$ cat config.mk
export PLATFORM = sky130hd
export DESIGN_NAME = sequence_player
export DESIGN_NICKNAME = d
export VERILOG_FILES = /design/src/rtl/sequence_player.sv
export SDC_FILE = /design/constraint.sdc
export NUM_CORES = 1
export LEC_CHECK = 0
export BUFFER_PORTS_ARGS = -buffer_cell sky130_fd_sc_hd__buf_2
export CORE_ASPECT_RATIO = 1.1
export CORE_MARGIN = 1
export CORE_UTILIZATION = 39
export CTS_CLUSTER_SIZE = 28
export DETAILED_ROUTE_END_ITERATION = 12
export PLACE_DENSITY = 0.57
export SLEW_MARGIN = 30
export SYNTH_ARGS = -nofsm -noshare
export SYNTH_HDL_FRONTEND = slang
export SYNTH_SLANG_ARGS = --single-unit
$ cat constraint.sdc
create_clock -name clk_i -period 2.5 [get_ports clk_i]
set_input_delay 0.5 -clock clk_i [delete_from_list [all_inputs] [get_ports clk_i]]
set_output_delay 0.5 -clock clk_i [all_outputs]
set_load 0.03 [all_outputs]
$ cat src/rtl/sequence_player.sv
// sequence_player: replays steps 0..round_i of the colour sequence on four one-hot LEDs,
// each step lit for ON_CYCLES clocks and then blanked for OFF_CYCLES clocks.
module sequence_player #(
    parameter int N          = 4,
    parameter int ON_CYCLES  = 3,
    parameter int OFF_CYCLES = 2,
    parameter int TW         = 16
) (
    input  logic         clk_i,
    input  logic         r_i,
    input  logic         start_i,
    input  logic         abort_i,
    input  logic [N-1:0] round_i,
    output logic [N-1:0] seq_addr_o,
    input  logic [1:0]   seq_data_i,
    output logic [3:0]   led_o,
    output logic         busy_o,
    output logic         done_o
);
    typedef enum logic [2:0] {IDLE, FETCH, ON, OFF, DONE} state_t;
    state_t        state;
    logic [TW-1:0] timer;
    logic [N-1:0]  last;
    assign busy_o = state inside {FETCH, ON, OFF};
    assign done_o = state == DONE;
    always_ff @(posedge clk_i or negedge r_i) begin
        if (!r_i) begin
            state      <= IDLE;
            seq_addr_o <= '0;
            led_o      <= '0;
            timer      <= '0;
            last       <= '0;
        end else if (abort_i) begin
            state      <= IDLE;
            seq_addr_o <= '0;
            led_o      <= '0;
            timer      <= '0;
        end else begin
            case (state)
                IDLE: begin
                    led_o <= '0;
                    if (start_i) begin
                        last       <= round_i;
                        seq_addr_o <= '0;
                        state      <= FETCH;
                    end
                end
                FETCH: begin
                    led_o <= 4'b0001 << seq_data_i;
                    timer <= TW'(ON_CYCLES - 1);
                    state <= ON;
                end
                ON: begin
                    if (timer == '0) begin
                        led_o <= '0;
                        timer <= TW'(OFF_CYCLES - 1);
                        state <= OFF;
                    end else begin
                        timer <= timer - 1'b1;
                    end
                end
                OFF: begin
                    if (timer != '0) begin
                        timer <= timer - 1'b1;
                    end else if (seq_addr_o == last) begin
                        state <= DONE;
                    end else begin
                        seq_addr_o <= seq_addr_o + 1'b1;
                        state      <= FETCH;
                    end
                end
                DONE: begin
                    led_o <= '0;
                    state <= IDLE;
                end
                default: begin
                    led_o <= '0;
                    state <= IDLE;
                end
            endcase
        end
    end
endmodule

==> summary.md, run 1 <==
| Metric | Value |
|---|---|
| CTS Hold Bufs | `0` |
| Setup violations, final | `0` |
| Startpoint types | `flop` |
| Slew @ Worst Pin | `710 ps` |
| Sw Ratio | `43.6%` |
| Worst reg2reg startpoint | `timer[1]$_DFFE_PN0P_` |
| EDFF count, synth | `0` |
| Core Rows | `25` |
| Status | `finished clean` |
| Internal power | `0.00153 W` |
| Hold Violations, Final | `0` |
| Post-synth design cell area | `1730 sq um` |
| Rel. slew slack | `52.7%` |
| DRC viols | `0` |
| Commonest non-fill, non-tap cell in the layout | `dfrtp_1` |
| Post-synthesis instance total | `178` |
| Sink Count | `31` |
| Main synth FF type | `dfrtp_1` |
| Part of the cycle the worst path needs | `99.3%` |
| Num CTS Buffers | `5` |
| Register-to-Register Path Depth | `7` |
| Vias in the first global route | `1490` |
| Minimum clock period | `2480 ps` |
| Post-route cell area | `2080 sq um` |
| Dpl ws | `-48.8 ps` |
| RR Endpoint | `seq_addr_o[3]$_DFFE_PN0P_` |
| Sequential element share of the synthesized area | `44.9%` |
| Setup TNS | `0 ps` |
| Routed Wire Length | `4.23 mm` |
| Filler instances | `414` |
| Hpwl dp | `3.06 mm` |
| Crit Path Category | `reg -> reg` |
| Die Span X | `65.5 um` |
| CTS tree | `yes` |
| Router iterations before antenna repair | `4` |
| Initial antenna violation count | `0` |
| WL/cell | `15.8 um` |
| P per Cell Area | `1310 nW/um^2` |
| Post-DP Area | `1960 sq um` |
| Ys async rst share | `100%` |
| Chip Height | `71.8 um` |
| Max Cap Viol | `0` |
| Clock Root Buffer | `clkbuf_8` |
| Slack of the worst reg-to-reg path | `20 ps` |
| H-tree depth | `2` |
| Mean post-synth cell area | `9.71 sq um` |
| Routed Antenna Nets | `0` |
| Hold Crit Class | `in -> async` |
| Netlist cell types | `49` |
| Total Routing Usage GR | `19.8%` |
| Switching power | `0.00118 W` |
| Worst Setup End Kind | `flop` |
| Initial core utilization | `40.4%` |
| Clock Latency Late Sink | `280 ps` |
| Fmax | `403 MHz` |
| Via/cell ratio | `5.82` |
| Clk pwr share | `13.7%` |
| Clock skew | `9.03 ps` |
| Syn nets | `190` |
| Largest net degree at the start of global routing | `32` |
| WP data arrival | `2700 ps` |
| Clock-pin slew on the worst setup and hold paths | `70 ps` |
| First-pass GRT wire length | `7.05 mm` |
| Core box area | `4290 sq um` |
| Share of layout cells above drive strength 1 | `27.6%` |
| Commonest cells after routing, fill and taps aside | `dfrtp_1, buf_2, buf_4, nor2_1` |
| Layout net count | `225` |
| Die Area | `4700 sq um` |
| Final Wtd Congestion | `0.799` |
| Via count | `1560` |
| Final slew viol count | `0` |
| Worst VDD drop | `0.000545 V` |
| CP required | `2720 ps` |
| Combinational power share | `57.6%` |
| Flop pwr share | `28.7%` |
| Area growth from synthesis to layout | `20.0%` |
| #FFs+latches synth | `31` |
| Top Ports | `20` |
| Worst Setup Slack, final | `18.5 ps` |
| Ant diodes | `0` |
| Synth warn | `0` |
| Initial DRC Count | `100` |
| Clock tree buffer depth | `2` |
| CP max FO | `7` |
| Total gr overflow | `0` |
| Lkg Pwr | `1.06 nW` |
| IO Port Bufs | `19` |
| RSZ-0062 raised after global routing | `true` |
cells in the mapped netlist, drive strengths merged, types with 4 or more instances:
master	n	area (sq um)
a211o	9	80.1
buf	4	31.3
inv	7	26.3
nor2	16	60.1
o21ai	8	40.0
nor3	8	40.0
xor2	4	35.0
nor4	7	43.8
nand2	7	26.3
nand3	7	35.0
and3	4	26.3
or4	6	46.3
dfrtp	31	776
clkbuf	5	18.8
or3	5	36.3
mux2	4	45.0
a32o	4	40.0
worst max-delay path, stage by stage (launching register included):
cell and delay (ps):
dfrtp_1 380, inv_1 70, ha_2 170, or3b_4 370, or3_4 380, or4_4 560, or4_1 410, nand3_1 80
state kept, by name, indices dropped and copies added (netlist names):
register / count
timer: 16
seq_addr_o: 4
last: 4
state: 3
led_o: 4
per-stage QoR:
stage | utilization, % | power (W) | std cells | hold WS [ps]
2_1_floorplan | - | 0.00171 | 178 | 204
3_3_place_gp | 45.7 | 0.00218 | 257 | 474
3_5_place_dp | 45.7 | 0.00224 | 257 | 486
4_1_cts | 47.6 | 0.00266 | 265 | 297
5_1_grt | 48.4 | 0.00292 | 268 | 327
6_report | 48.4 | 0.00271 | 268 | 270
repair_timing:
action / in CTS / in global routing
buffers inserted: 0 / 2
gates resized for setup: 1 / 3
pin swaps: 0 / 0
cloned: 0 / 1
setup endpoints to repair: 3 / 10
routing by layer:
metal | vias to the layer above | GRT usage [%] | wire length [um]
met1 | 765 | 24.8 | 1820
met2 | 44 | 34.0 | 2170
li1 | 745 | - | -
met4 | 0 | 7.25 | 46
met5 | - | 0 | 0
met3 | 6 | 3.34 | 186
power by group through the flow:
stage	clock, W	combinational, W	sequential (W)
global route	0.000403	0.00171	0.000803
CTS	0.000387	0.00150	0.000774
floorplan	0	0.000963	0.000747
detailed placement	0	0.00146	0.000784
global placement	0	0.00141	0.000773
finish	0.000371	0.00156	0.000779
kinds of logic (layout without fill, tap and decap cells):
group           Yosys count  count (layout)  share of synthesized area (%)
compound gates           44              44                           19.2
xor+xnor                  4               4                           2.03
fa+ha+maj                 2               2                           1.45
buf+inv                  16              52                           4.41
flops                    31              31                           44.9
mux                       4               4                           2.60
simple gates             77              77                           25.4
cell type report:
type                    instances  area (sq um)  area share, %
clock buffers                   7          76.3           3.68
inverters                       7          26.3           1.27
multi-input cells             131           897           43.2
well taps                      54          67.6           3.25
clock inverters                 1          5.00          0.241
flip-flops and latches         31           776           37.4
repair buffers                 37           228           11.0
worst max path at each step:
stage / from / to / slack, ps / cells after the start
after global routing: timer[1]$_DFFE_PN0P_ / seq_addr_o[2]$_DFFE_PN0P_ / -40 / 7
after detailed placement: timer[1]$_DFFE_PN0P_ / seq_addr_o[3]$_DFFE_PN0P_ / -50 / 7
after CTS: timer[1]$_DFFE_PN0P_ / seq_addr_o[3]$_DFFE_PN0P_ / 8 / 7
final: timer[1]$_DFFE_PN0P_ / seq_addr_o[3]$_DFFE_PN0P_ / 20 / 7
after floorplan: timer[0]$_DFFE_PN0P_ / seq_addr_o[2]$_DFFE_PN0P_ / -60 / 8
after global placement: timer[1]$_DFFE_PN0P_ / seq_addr_o[3]$_DFFE_PN0P_ / 10 / 7
Note: power is estimated with default switching activity, not from simulation.
==> run 2: changes to the inputs <==
--- a/config.mk
+++ b/config.mk
@@ -12,6 +12,7 @@
 export CTS_CLUSTER_SIZE = 28
 export DETAILED_ROUTE_END_ITERATION = 12
 export PLACE_DENSITY = 0.57
+export RECOVER_POWER = 50
 export SLEW_MARGIN = 30
 export SYNTH_ARGS = -nofsm -noshare
 export SYNTH_HDL_FRONTEND = slang
==> run 2 against run 1 <==
Net effect: the flow now finishes with violations (capacitance limit, slew limit); sequential power about the same; clock power about the same; utilization down 0.12 points; critical path depth unchanged; final cell count unchanged; non-clock buffer count unchanged; via count down 0.26%; sequential cell count unchanged; die area unchanged; largest cell class unchanged; highest routed layer unchanged.
==> summary.md, run 2 (synthesized netlist as in run 1, its figures left out) <==
| Metric | Value |
|---|---|
| Status | `complete, but fails checks (was finished clean)` |
| Failing checks | `capacitance limit, slew limit` |
| Max Cap Viol | `1 (was 0)` |
| Sequence of cells on the critical path | `inv_1 -> ha_2 -> or3b_4 -> or3_4 -> or4_4 -> or4_1 -> nand3_1 (unchanged)` |
| Routed Wire Length | `4.22 mm (was 4.23 mm)` |
| Routed Antenna Nets | `0 (unchanged)` |
| Die Area | `4700 sq um (unchanged)` |
| Clock-pin slew on the worst setup and hold paths | `70 ps (about the same)` |
| Buf/Inv on CP | `1 (unchanged)` |
| Core Rows | `25 (unchanged)` |
| Biggest register | `timer (unchanged)` |
| WP data arrival | `2700 ps (about the same)` |
| Worst VDD drop | `0.000545 V (about the same)` |
| Delay-heaviest family, CP | `simple AND/OR/NAND/NOR gates (unchanged)` |
| Dpl ws | `-48.8 ps (unchanged)` |
| Worst Setup End Kind | `flop (unchanged)` |
| Router iterations before antenna repair | `4 (unchanged)` |
| Sink Count | `31 (unchanged)` |
| Final slew viol count | `32 (was 0)` |
| WL/cell | `15.8 um (about the same)` |
| Clock skew | `9.18 ps (was 9.03 ps)` |
| Post-route cell area | `2070 sq um (was 2080 sq um)` |
| Part of the cycle the worst path needs | `99.3% (about the same)` |
| WHS | `453 ps (was 270 ps)` |
| Slew @ Worst Pin | `1680 ps (was 710 ps)` |
| Lkg Pwr | `1.04 nW (was 1.06 nW)` |
| Largest net degree at the start of global routing | `32 (unchanged)` |
| Startpoint types | `flop (unchanged)` |
| Setup violations, final | `0 (unchanged)` |
| Via/cell ratio | `5.81 (was 5.82)` |
| Initial antenna violation count | `0 (unchanged)` |
| DRC viols | `0 (unchanged)` |
| Initial core utilization | `40.4% (unchanged)` |
| CP max FO | `7 (unchanged)` |
| Post-DP Area | `1960 sq um (unchanged)` |
| Setup TNS | `0 ps (unchanged)` |
| Worst Setup Slack, final | `17.7 ps (was 18.5 ps)` |
| Slowest stage delay, CP | `560 ps (about the same)` |
| Via count | `1556 (was 1560)` |
| Commonest non-fill, non-tap cell in the layout | `dfrtp_1 (unchanged)` |
| Die Span X | `65.5 um (unchanged)` |
| Hpwl dp | `3.06 mm (unchanged)` |
| Slowest-stage cell, CP | `or4_4 (unchanged)` |
| Total Routing Usage GR | `19.8% (unchanged)` |
| Fmax | `403 MHz (about the same)` |
| Ant diodes | `0 (unchanged)` |
| Final Wtd Congestion | `0.799 (unchanged)` |
| Clock tree buffer depth | `2 (unchanged)` |
| Clock Root Buffer | `clkbuf_8 (unchanged)` |
| Share of layout cells above drive strength 1 | `25.7% (was 27.6%)` |
| Layout net count | `225 (unchanged)` |
| Clock Latency Late Sink | `280 ps (about the same)` |
| Area growth from synthesis to layout | `19.8% (was 20.0%)` |
| Top Ports | `20 (unchanged)` |
| RSZ-0062 raised after global routing | `true (unchanged)` |
| Core box area | `4290 sq um (unchanged)` |
| CP required | `2720 ps (about the same)` |
| Vias in the first global route | `1490 (unchanged)` |
| Rel. slew slack | `-11.7% (was 52.7%)` |
| Hold Crit Class | `in -> reg (was in -> async)` |
| H-tree depth | `2 (unchanged)` |
| Largest register FFs | `16 (unchanged)` |
| First-pass GRT wire length | `7.05 mm (unchanged)` |
| P per Cell Area | `1310 nW/um^2 (about the same)` |
| Chip Height | `71.8 um (unchanged)` |
| CTS tree | `yes (unchanged)` |
| Minimum clock period | `2480 ps (about the same)` |
| Pwr Total | `0.00271 W (about the same)` |
| IO Port Bufs | `19 (unchanged)` |
| Hold Violations, Final | `0 (unchanged)` |
| Commonest cells after routing, fill and taps aside | `dfrtp_1, buf_4, nor2_1, buf_2 (was dfrtp_1, buf_2, buf_4, nor2_1)` |
| Total gr overflow | `0 (unchanged)` |
| Initial DRC Count | `100 (unchanged)` |
| Num CTS Buffers | `5 (unchanged)` |
| Crit Path Category | `reg -> reg (unchanged)` |
-- run 2: worst register-to-register path, delay by kind of cell, from the launching register on --
family	cells	cell delay, ps
DFF	1	380
buffers and inverters	1	70
and+or+nand+nor	5	1800
adders and majority gates	1	170
-- run 2: final timing paths --
| check | end | start | slack [ps] | cells after the start |
|---|---|---|---|---|
| worst max-delay path | seq_addr_o[3]$_DFFE_PN0P_ | timer[1]$_DFFE_PN0P_ | 20 | 7 |
| max in group asynchronous | timer[5]$_DFFE_PN0P_ | r_i | 880 | 1 |
| worst min-delay path | last[1]$_DFFE_PN0P_ | round_i[1] | 450 | 2 |
| worst max register to register | seq_addr_o[3]$_DFFE_PN0P_ | timer[1]$_DFFE_PN0P_ | 20 | 7 |
| min in group asynchronous | timer[15]$_DFFE_PN0P_ | r_i | 650 | 1 |
| worst min register to register | led_o[2]$_DFFE_PN0P_ | led_o[2]$_DFFE_PN0P_ | 490 | 1 |
-- run 2: stage by stage --
| step | std cells | util [%] |
|---|---|---|
| CTS | 265 | 47.6 |
| floorplan | 178 | - |
| finish | 268 | 48.3 |
| global route | 268 | 48.3 |
| detailed placement | 257 | 45.7 |
| global placement | 257 | 45.7 |
-- run 2: report_power, final --
| part | switching (W) | internal, W | total, W |
|---|---|---|---|
| registers | 0.000150 | 0.000628 | 0.000778 |
| logic | 0.000855 | 0.000704 | 0.00156 |
| clock network | 0.000176 | 0.000195 | 0.000371 |
-- run 2: repair_timing --
item / in CTS / in global routing
setup buffers: 0 / 2
cloned: 0 / 1
resized for setup: 1 / 3
hold buffers: 0 / 0
endpoints found under the setup margin: 3 / 10
-- run 2: layout make-up --
| cell class | instances | area [sq um] |
|---|---|---|
| Sequential cell | 31 | 776 |
| Fill cell | 412 | 2210 |
| Inverter | 7 | 26.3 |
| Multi-Input combinational cell | 131 | 897 |
| Clock buffer | 7 | 76.3 |
| Tap cell | 54 | 67.6 |
| Clock inverter | 1 | 5.00 |
| Timing Repair Buffer | 37 | 223 |
-- run 2: routing by layer --
| metal | GRT usage [%] | routed length, um | up-vias |
|---|---|---|---|
| li1 | - | - | 745 |
| met2 | 34.0 | 2170 | 37 |
| met5 | 0 | 0 | - |
| met3 | 3.34 | 161 | 4 |
| met4 | 7.25 | 40 | 0 |
| met1 | 24.8 | 1850 | 770 |
==> run 3: changes to the inputs <==
--- a/config.mk
+++ b/config.mk
@@ -5,13 +5,14 @@
 export SDC_FILE = /design/constraint.sdc
 export NUM_CORES = 1
 export LEC_CHECK = 0
-export BUFFER_PORTS_ARGS = -buffer_cell sky130_fd_sc_hd__buf_2
+export CAP_MARGIN = 20
 export CORE_ASPECT_RATIO = 1.1
 export CORE_MARGIN = 1
-export CORE_UTILIZATION = 39
+export CORE_UTILIZATION = 40
 export CTS_CLUSTER_SIZE = 28
 export DETAILED_ROUTE_END_ITERATION = 12
-export PLACE_DENSITY = 0.57
+export DONT_BUFFER_PORTS = 1
+export PLACE_DENSITY = 0.54
 export RECOVER_POWER = 50
 export SLEW_MARGIN = 30
 export SYNTH_ARGS = -nofsm -noshare
==> run 3 against run 2 <==
Net effect: the flow still finishes with violations (capacitance limit, slew limit); utilization is 0.91 points higher; worst setup slack better by 30 ps; clock skew up 3.7 ps; register-to-register slack better by 30 ps; hold slack worse by 170 ps; via count shrank 4.8%; design area shrank 3.6%; combinational power about the same; total power increased by 0.18%; routed wire length decreased by 5.5%; critical path depth is the same; sequential cell count unchanged; largest power group unchanged.
==> summary.md, run 3 (synthesized netlist as in run 1, its figures left out) <==
| Metric | Value |
|---|---|
| Status | `complete, but fails checks (unchanged)` |
| Failing checks | `capacitance limit, slew limit (unchanged)` |
| Pwr Total | `0.00271 W (about the same)` |
| Lkg Pwr | `0.987 nW (was 1.04 nW)` |
| CTS tree | `yes (unchanged)` |
| Initial core utilization | `42.7% (was 40.4%)` |
| Delay-heaviest family, CP | `simple AND/OR/NAND/NOR gates (unchanged)` |
| Clock-pin slew on the worst setup and hold paths | `60 ps (was 70 ps)` |
| Hold path start | `abort_i (was round_i[1])` |
| Dpl ws | `-29.5 ps (was -48.8 ps)` |
| Worst reg2reg startpoint | `timer[1]$_DFFE_PN0P_ (unchanged)` |
| Worst Hold End | `state[1]$_DFFE_PN0P_ (was last[1]$_DFFE_PN0P_)` |
| Minimum clock period | `2450 ps (was 2480 ps)` |
| Initial antenna violation count | `0 (unchanged)` |
| Fmax | `408 MHz (was 403 MHz)` |
| Die Span X | `64.7 um (was 65.5 um)` |
| Layout net count | `207 (was 225)` |
| Chip Height | `71.0 um (was 71.8 um)` |
| Part of the cycle the worst path needs | `98.1% (was 99.3%)` |
| CP max FO | `6 (was 7)` |
| Area growth from synthesis to layout | `15.4% (was 19.8%)` |
| Largest register FFs | `16 (unchanged)` |
| Worst Setup End Kind | `flop (unchanged)` |
| Via/cell ratio | `5.97 (was 5.81)` |
| Crit Path Category | `reg -> reg (unchanged)` |
| Hpwl dp | `2.90 mm (was 3.06 mm)` |
| IO Port Bufs | `0 (was 19)` |
| Sink Count | `31 (unchanged)` |
| Final slew viol count | `32 (unchanged)` |
| Vias in the first global route | `1597 (was 1490)` |
| Hold Crit Class | `in -> reg (unchanged)` |
| Routed Wire Length | `3.99 mm (was 4.22 mm)` |
| RSZ-0062 raised after global routing | `true (unchanged)` |
| Postcts setup bufs | `0 (unchanged)` |
| CP required | `2720 ps (about the same)` |
| Rel. slew slack | `-9.12% (was -11.7%)` |
| Slowest-stage cell, CP | `or4_4 (unchanged)` |
| WL/cell | `16.1 um (was 15.8 um)` |
| Routed Antenna Nets | `0 (unchanged)` |
| Num CTS Buffers | `5 (unchanged)` |
| Commonest cells after routing, fill and taps aside | `dfrtp_1, buf_4, nor2_1 (was dfrtp_1, buf_4, nor2_1, buf_2)` |
| Setup TNS | `0 ps (unchanged)` |
| Share of layout cells above drive strength 1 | `23.5% (was 25.7%)` |
| Via count | `1481 (was 1556)` |
| Worst VDD drop | `0.000525 V (was 0.000545 V)` |
| Commonest non-fill, non-tap cell in the layout | `dfrtp_1 (unchanged)` |
| P per Cell Area | `1360 nW/um^2 (was 1310 nW/um^2)` |
| Most used cell along the critical path | `or4_4` |
| Die Area | `4590 sq um (was 4700 sq um)` |
| Total gr overflow | `0 (unchanged)` |
| First-pass GRT wire length | `7.05 mm (unchanged)` |
| Initial DRC Count | `37 (was 100)` |
| Clock Root Buffer | `clkbuf_8 (unchanged)` |
| Total Routing Usage GR | `19.9% (was 19.8%)` |
| RR Endpoint | `seq_addr_o[3]$_DFFE_PN0P_ (unchanged)` |
| Slew @ Worst Pin | `1640 ps (was 1680 ps)` |
| Worst Setup Slack, final | `47.4 ps (was 17.7 ps)` |
| Hold Violations, Final | `0 (unchanged)` |
| DRC viols | `0 (unchanged)` |
| Buf/Inv on CP | `1 (unchanged)` |
| Sequence of cells on the critical path | `inv_1 -> ha_2 -> or3b_4 -> or3_4 -> or4_4 -> or4_4 -> nand3_2 (was inv_1 -> ha_2 -> or3b_4 -> or3_4 -> or4_4 -> or4_1 -> nand3_1)` |
| Final Wtd Congestion | `0.783 (was 0.799)` |
| Startpoint types | `flop (unchanged)` |
| Top Ports | `20 (unchanged)` |
| Setup violations, final | `0 (unchanged)` |
| WP data arrival | `2670 ps (was 2700 ps)` |
| Max Cap Viol | `1 (unchanged)` |
| Core box area | `4050 sq um (was 4290 sq um)` |
| Core Util, Final | `49.2% (was 48.3%)` |
| Biggest register | `timer (unchanged)` |
| Core Rows | `24 (was 25)` |
| Clock tree buffer depth | `2 (unchanged)` |
| Register-to-Register Path Depth | `7 (unchanged)` |
| Largest net degree at the start of global routing | `32 (unchanged)` |
| Hold path depth | `1 (was 2)` |
| Clock Latency Late Sink | `290 ps (was 280 ps)` |
| Slowest stage delay, CP | `580 ps (was 560 ps)` |
| Clock skew | `12.9 ps (was 9.18 ps)` |
| Slack of the worst reg-to-reg path | `50 ps (was 20 ps)` |
| Router iterations before antenna repair | `4 (unchanged)` |
| H-tree depth | `2 (unchanged)` |
| Ant diodes | `0 (unchanged)` |
## run 3: changes by cell type in the layout (fill, tap and decap cells not counted), moves of 2 or more
cell / change
buf_2: -15
clkbuf_1: -5
clkinv_2: +2
nand3_1: -2
nand3_2: +2
## run 3: final cells by class
cell class / count / area (sq um)
Sequential cell: 31 / 776
Tap cell: 52 / 65.1
Inverter: 7 / 26.3
Timing Repair Buffer: 19 / 136
Clock inverter: 3 / 15.0
Multi-Input combinational cell: 131 / 908
Clock buffer: 5 / 68.8
Fill cell: 401 / 2060
## run 3: repair_timing
action,4_1_cts,5_1_grt
hold buffers,1,0
gates cloned,0,1
endpoints found under the setup margin,2,7
endpoints found under the hold margin,31,0
pin swaps,0,2
gates resized for setup,1,6
## run 3: through the flow
| stage | cells | area [sq um] | hold WS [ps] |
|---|---|---|---|
| after floorplan | 178 | 1730 | 204 |
| after global placement | 238 | 1870 | 205 |
| after detailed placement | 238 | 1870 | 205 |
| after CTS | 247 | 1980 | 24.4 |
| after global routing | 248 | 2000 | 278 |
| final | 248 | 2000 | 288 |
## run 3: worst max path at each step
stage	end	startpoint	cells after the start
3_3_place_gp	seq_addr_o[2]$_DFFE_PN0P_	timer[1]$_DFFE_PN0P_	7
3_5_place_dp	seq_addr_o[2]$_DFFE_PN0P_	timer[1]$_DFFE_PN0P_	7
4_1_cts	seq_addr_o[3]$_DFFE_PN0P_	timer[1]$_DFFE_PN0P_	7
6_report	seq_addr_o[3]$_DFFE_PN0P_	timer[1]$_DFFE_PN0P_	7
2_1_floorplan	seq_addr_o[2]$_DFFE_PN0P_	timer[0]$_DFFE_PN0P_	8
5_1_grt	seq_addr_o[3]$_DFFE_PN0P_	timer[1]$_DFFE_PN0P_	7
## run 3: power breakdown
group          total, W  switching, W  internal (W)
logic           0.00155      0.000823      0.000725
clock network  0.000381      0.000191      0.000190
registers      0.000784      0.000156      0.000628
## run 3: worst reg2reg max path, stage by stage (launching register included)
cell and delay (ps):
dfrtp_1 370, inv_1 60, ha_2 160, or3b_4 380
or3_4 340, or4_4 580, or4_4 430, nand3_2 70
## run 3: layer usage
metal  global-route usage, %  wire (um)  vias up
li1                        -          -      712
met2                    34.7       2100       37
met4                    8.15         40        0
met1                    22.4       1630      727
met5                       0          0        -
met3                    6.13        216        5
